<file path="src/rtl/irq_pend_pkg.sv">
// ---------------------------------------------------------------------------
// irq_pend_pkg
// Shared constants and types for the interrupt pending controller.
//   N_REQ   : number of request sources
//   IDX_W   : width of the presented source index (clog2(N_REQ))
//   state_e : presenter FSM state (ST_IDLE, ST_PRESENT)
// ---------------------------------------------------------------------------
package irq_pend_pkg;

    localparam int N_REQ = 8;
    localparam int IDX_W = 3;

    typedef enum logic {
        ST_IDLE    = 1'b0,
        ST_PRESENT = 1'b1
    } state_e;

endpackage : irq_pend_pkg

</file>
<file path="src/rtl/irq_pending_ctrl_pri_sel_8.sv">
// ---------------------------------------------------------------------------
// pri_sel_8
// Combinational highest-set-bit selector.
// Ports:
//   vec_i : candidate vector, bit 7 is highest priority
//   idx_o : position of the highest set bit (0 when vec_i is zero)
//   any_o : 1 when at least one bit of vec_i is set
// ---------------------------------------------------------------------------
module pri_sel_8
    import irq_pend_pkg::*;
(
    input  logic [N_REQ-1:0] vec_i,
    output logic [IDX_W-1:0] idx_o,
    output logic             any_o
);

    // Ascending scan: the last set bit seen is the highest one.
    always_comb begin
        idx_o = '0;
        for (int i = 0; i < N_REQ; i++) begin
            if (vec_i[i]) begin
                idx_o = IDX_W'(i);
            end
        end
    end

    assign any_o = |vec_i;

endmodule : pri_sel_8

</file>
<file path="src/rtl/irq_pending_ctrl.sv">
// ---------------------------------------------------------------------------
// irq_pending_ctrl
// Collects 8 request lines into a pending register and presents the highest
// priority unmasked pending source as a 3-bit index over valid/ready.
//
// Handshake: irq_valid rises only from IDLE and, once high, irq_idx is held
// stable until the cycle where irq_valid & irq_ready are both high at a clock
// edge; that edge clears the presented pending bit and returns to IDLE, so
// irq_valid is low for at least one cycle between transfers. irq_ready while
// irq_valid is low has no effect.
//
// Ports:
//   clk       : clock, all state on rising edge
//   rst       : synchronous active-high reset
//   req_in    : request lines (already synchronised)
//   mask      : 1 = source masked (still latched, never presented)
//   irq_valid : irq_idx holds a valid source index
//   irq_idx   : presented source index, 7 = highest priority
//   irq_ready : consumer accepts when irq_valid & irq_ready
//   pending   : raw pending register (mask not applied)
//   overflow  : sticky, an edge hit an already-pending source not being cleared
//   ovf_clr   : one-cycle pulse clearing overflow
//
// Build option: define IRQ_PEND_LEVEL_EN for level-sensitive capture
// (req_in pends directly, overflow tied to 0, ovf_clr ignored).
// ---------------------------------------------------------------------------
module irq_pending_ctrl
    import irq_pend_pkg::*;
(
    input  logic             clk,
    input  logic             rst,
    input  logic [N_REQ-1:0] req_in,
    input  logic [N_REQ-1:0] mask,
    output logic             irq_valid,
    output logic [IDX_W-1:0] irq_idx,
    input  logic             irq_ready,
    output logic [N_REQ-1:0] pending,
    output logic             overflow,
    input  logic             ovf_clr
);

    state_e           state_q, state_d;
    logic [N_REQ-1:0] req_q;
    logic [N_REQ-1:0] pending_q, pending_d;
    logic [IDX_W-1:0] idx_q, idx_d;
    logic             overflow_q, overflow_d;

    logic [N_REQ-1:0] rise;
    logic [N_REQ-1:0] clr;
    logic             accept;
    logic [IDX_W-1:0] win_idx;
    logic             win_any;

    pri_sel_8 u_pri_sel (
        .vec_i (pending_q & ~mask),
        .idx_o (win_idx),
        .any_o (win_any)
    );

`ifdef IRQ_PEND_LEVEL_EN
    assign rise = req_in;

    // Edge history and ovf_clr have no role in level capture.
    logic unused_ok;
    assign unused_ok = ^{req_q, ovf_clr};
`else
    assign rise = req_in & ~req_q;
`endif

    assign accept = (state_q == ST_PRESENT) && irq_ready;

    always_comb begin
        clr = '0;
        if (accept) begin
            clr[idx_q] = 1'b1;
        end
    end

    // A rise on a bit being cleared this cycle re-pends it (set wins).
    assign pending_d = (pending_q & ~clr) | rise;

`ifdef IRQ_PEND_LEVEL_EN
    assign overflow_d = 1'b0;
`else
    // New overflow event takes precedence over a simultaneous clear.
    assign overflow_d = (|(rise & pending_q & ~clr)) | (overflow_q & ~ovf_clr);
`endif

    always_comb begin
        state_d = state_q;
        idx_d   = idx_q;
        unique case (state_q)
            ST_IDLE: begin
                if (win_any) begin
                    idx_d   = win_idx;
                    state_d = ST_PRESENT;
                end
            end
            ST_PRESENT: begin
                if (irq_ready) begin
                    state_d = ST_IDLE;
                end
            end
            default: state_d = ST_IDLE;
        endcase
    end

    always_ff @(posedge clk) begin
        if (rst) begin
            // Load the live request level so a line already high across
            // reset is not seen as a fresh edge once reset is released.
            req_q      <= req_in;
            pending_q  <= '0;
            idx_q      <= '0;
            overflow_q <= 1'b0;
            state_q    <= ST_IDLE;
        end else begin
            req_q      <= req_in;
            pending_q  <= pending_d;
            idx_q      <= idx_d;
            overflow_q <= overflow_d;
            state_q    <= state_d;
        end
    end

    assign irq_valid = (state_q == ST_PRESENT);
    assign irq_idx   = idx_q;
    assign pending   = pending_q;
    assign overflow  = overflow_q;

endmodule : irq_pending_ctrl
</file>
<file path="config.mk">
export PLATFORM = sky130hd
export DESIGN_NAME = irq_pending_ctrl
export DESIGN_NICKNAME = d
export VERILOG_FILES = /design/src/rtl/irq_pend_pkg.sv /design/src/rtl/irq_pending_ctrl_pri_sel_8.sv /design/src/rtl/irq_pending_ctrl.sv
export SDC_FILE = /design/constraint.sdc
export NUM_CORES = 1
export LEC_CHECK = 0
export BUFFER_PORTS_ARGS = -buffer_cell sky130_fd_sc_hd__clkbuf_2
export CAP_MARGIN = 0
export CORE_ASPECT_RATIO = 1.1
export CORE_MARGIN = 1.5
export CORE_UTILIZATION = 45
export DETAILED_ROUTE_END_ITERATION = 16
export GPL_ROUTABILITY_DRIVEN = 0
export PLACE_DENSITY_LB_ADDON = 0.12
export SYNTH_ARGS = -nofsm -noshare
export SYNTH_HDL_FRONTEND = slang
export SYNTH_SLANG_ARGS = --single-unit
</file>
<file path="constraint.sdc">
create_clock -name clk -period 2.8 [get_ports clk]
set_input_delay 0.56 -clock clk [delete_from_list [all_inputs] [get_ports clk]]
set_output_delay 0.56 -clock clk [all_outputs]
set_load 0.01 [all_outputs]
</file>
==> results_dict.tcl <==
set metrics [dict create \
    grt_pass1_wl_mm 3.02 \
    die_w_microns 45.4 \
    worst_pin_slew_ps 277 \
    synth_area_leaders "dfxtp_1 (47%), nand2b_1 (6.3%), a21oi_1 (6.2%), nand2_1 (5.5%), nor2b_1 (4.2%)" \
    path_cells "clkbuf_2" \
    cp.required_ps 2240 \
    p_seq_share_pct 57.0 \
    holdPathStages 1 \
    peakVddDrop_v 0.000402 \
    yosys_register_bits 21 \
    drtIter0Drc 10 \
    netlist.area_leader.share_pct 47.3 \
    fmax_mhz 654 \
    antenna_found_initial 0 \
    wl_per_cell_microns 11.5 \
    synth_flop_cell "dfxtp_1" \
    cp_max_fo 7 \
    worstSetupStartpointType "register" \
    die_y_microns 49.6 \
    htreeDepth 1 \
    setup_violations 0 \
    rows 16 \
    finalCritPeriodShare_pct 54.6 \
    comb_power_share_pct 19.8 \
    crit_cells 1 \
    finClkSkew_ps 3.18 \
    synth-seq-area-share_pct 47.3 \
    arrival_ps 970 \
    initial_core_util_pct 48.8 \
    synthArstFlopShare_pct 0 \
    critPathSlowestCell "dfxtp_1" \
    drv_cap 0 \
    placed_cells 153 \
    cts_buffers 3 \
    drive_above_1_share_pct 33.8 \
    sw_frac_of_total_pct 27.9 \
    cts_sinks 21 \
    grt_pass1_vias 715 \
    min_period_ps 1530 \
    vias_per_cell 4.93 \
    hold_buffers 0 \
    syn_avg_cell_area_sq_um 9.36 \
    first_pass_iters 6 \
    syn-num-nets 115 \
    clk_pin_slew_ps 110 \
    cts.path.max_buffers 2 \
    leakage_nw 0.496 \
    insertion_delay_ps 300 \
    crit_path_max_incr_delay_ps 480 \
    power_density_nw_per_um2 548 \
    switching_power_mw 0.169 \
    ys_top_cells_by_count "dfxtp_1 (21), nand2_1 (13), a21oi_1 (11), nand2b_1 (9)" \
    p_int_mw 0.437 \
    crit_family "flip-flops" \
    yosys.area.top_type "dfxtp_1" \
    via_count 774 \
    drc 0 \
    finalWirelength_mm 1.81 \
    crit_type "register to output pin" \
    port_buffers 32 \
    synth_enable_flop_cells 0 \
    place_hpwl_mm 1.48 \
    power.clock.fraction_pct 23.2 \
    antennaDiodeCount 0 \
    postRouteAntennaNets 0 \
    cts.root.buffer_cell "clkbuf_4" \
    power_mw 0.607 \
    final-hold-violation-count 0 \
    grt_max_degree 14 \
    post-synth-top-count-cell "dfxtp_1" \
    netlist_area_sq_um 890 \
    slew_headroom_pct 81.4 \
    tns_ps 0 \
    grt-ovfl-total 0 \
    path_buf_inv 1 \
    netlist_instances 95 \
    grt_usage_pct 18.1 \
    syn_to_final_growth_pct 24.3 \
    postCtsResizedCells 0 \
    yosys_warnings 0 \
    fillers 185 \
    cts_setup_buffers 0 \
    crit_path_end_kind "output pin" \
    status "complete, no violations" \
    tritoncts "yes" \
    dieArea_sq_um 2250 \
    synth_cell_types 28 \
    core_sq_um 1820 \
    layout.nets 151 \
    reg2reg_depth 5 \
    top_level_ports 33 \
    fin_cells 157 \
    hold_class "input port to register" \
    grt_setup_unrepaired "no" \
    drv_slew 0 \
]
[per-layer routing]
metal	wire length, microns	GRT usage (%)	part of all wire (%)	vias up
met4	31	8.82	1.7	0
met2	890	28.6	49	21
met3	64	2.20	3.5	4
li1	-	-	-	402
met1	821	23.5	45	347
met5	0	0	0	-
[stage by stage]
stage | utilization, % | setup slack [ps] | hold slack (ps) | cell area, sq um
floorplan | - | 1380 | 488 | 890
global placement | 59.3 | 1150 | 486 | 1080
detailed placement | 59.3 | 1150 | 495 | 1080
CTS | 60.7 | 1250 | 362 | 1110
global route | 60.7 | 1220 | 354 | 1110
finish | 60.7 | 1270 | 371 | 1110
[cells by family after synthesis]
kind of cell	share of synthesized area, %
buffers and inverters	2.11
and+or+nand+nor	30.5
DFF	47.3
AOI/OAI and AO/OA	20.1
[layout by cell type (no fill, tap or decap)]
cell and count:
nor2b_4 2, nor2b_2 1, nor2b_1 6, o21a_1 1, clkbuf_4 3, and2b_1 1, a32oi_1 1, clkbuf_2 32
a211oi_1 1, inv_1 4, nand3_1 1, a21oi_1 11, nand2b_1 9, nor2_1 6, o22a_1 3, a21oi_2 1
nand2_1 13, o311a_1 1, o21bai_1 1, a21o_1 1, nor4_4 1, nand3_2 1, dfxtp_1 21, a41oi_1 2
a31oi_2 1, nor3_2 1, and3b_1 1, clkbuf_1 1, and3_2 1, o21ba_1 1
[flip-flops by register name, summed over array words and instances, names as in the netlist]
signal,flops
irq_idx,3
irq_valid,1
overflow,1
pending,8
req_q,8
[path summary, 6_finish.rpt]
kind,from,to,slack [ps]
worst max-delay path,irq_idx[0],irq_idx[0],1270
worst min-delay path,req_in[1],req_q[1],370
worst max register to register,irq_valid,overflow,1370
worst min register to register,pending[3],pending[3],500
[layout make-up]
class,instances,area (sq um),area share [%]
Clock buffer,4,26.3,2.38
Inverter,4,15.0,1.36
Multi-Input combinational cell,69,450,40.7
Sequential cell,21,420,38.0
Tap cell,27,33.8,3.05
Timing Repair Buffer,32,160,14.5
[power by group through the flow]
stage	combinational (mW)	clock [mW]	sequential, mW
4_1_cts	0.122	0.148	0.346
3_5_place_dp	0.121	0	0.353
3_3_place_gp	0.120	0	0.352
2_1_floorplan	0.0684	0	0.356
5_1_grt	0.134	0.157	0.350
6_report	0.120	0.141	0.346
No activity file was read; power rests on OpenSTA's default activity.
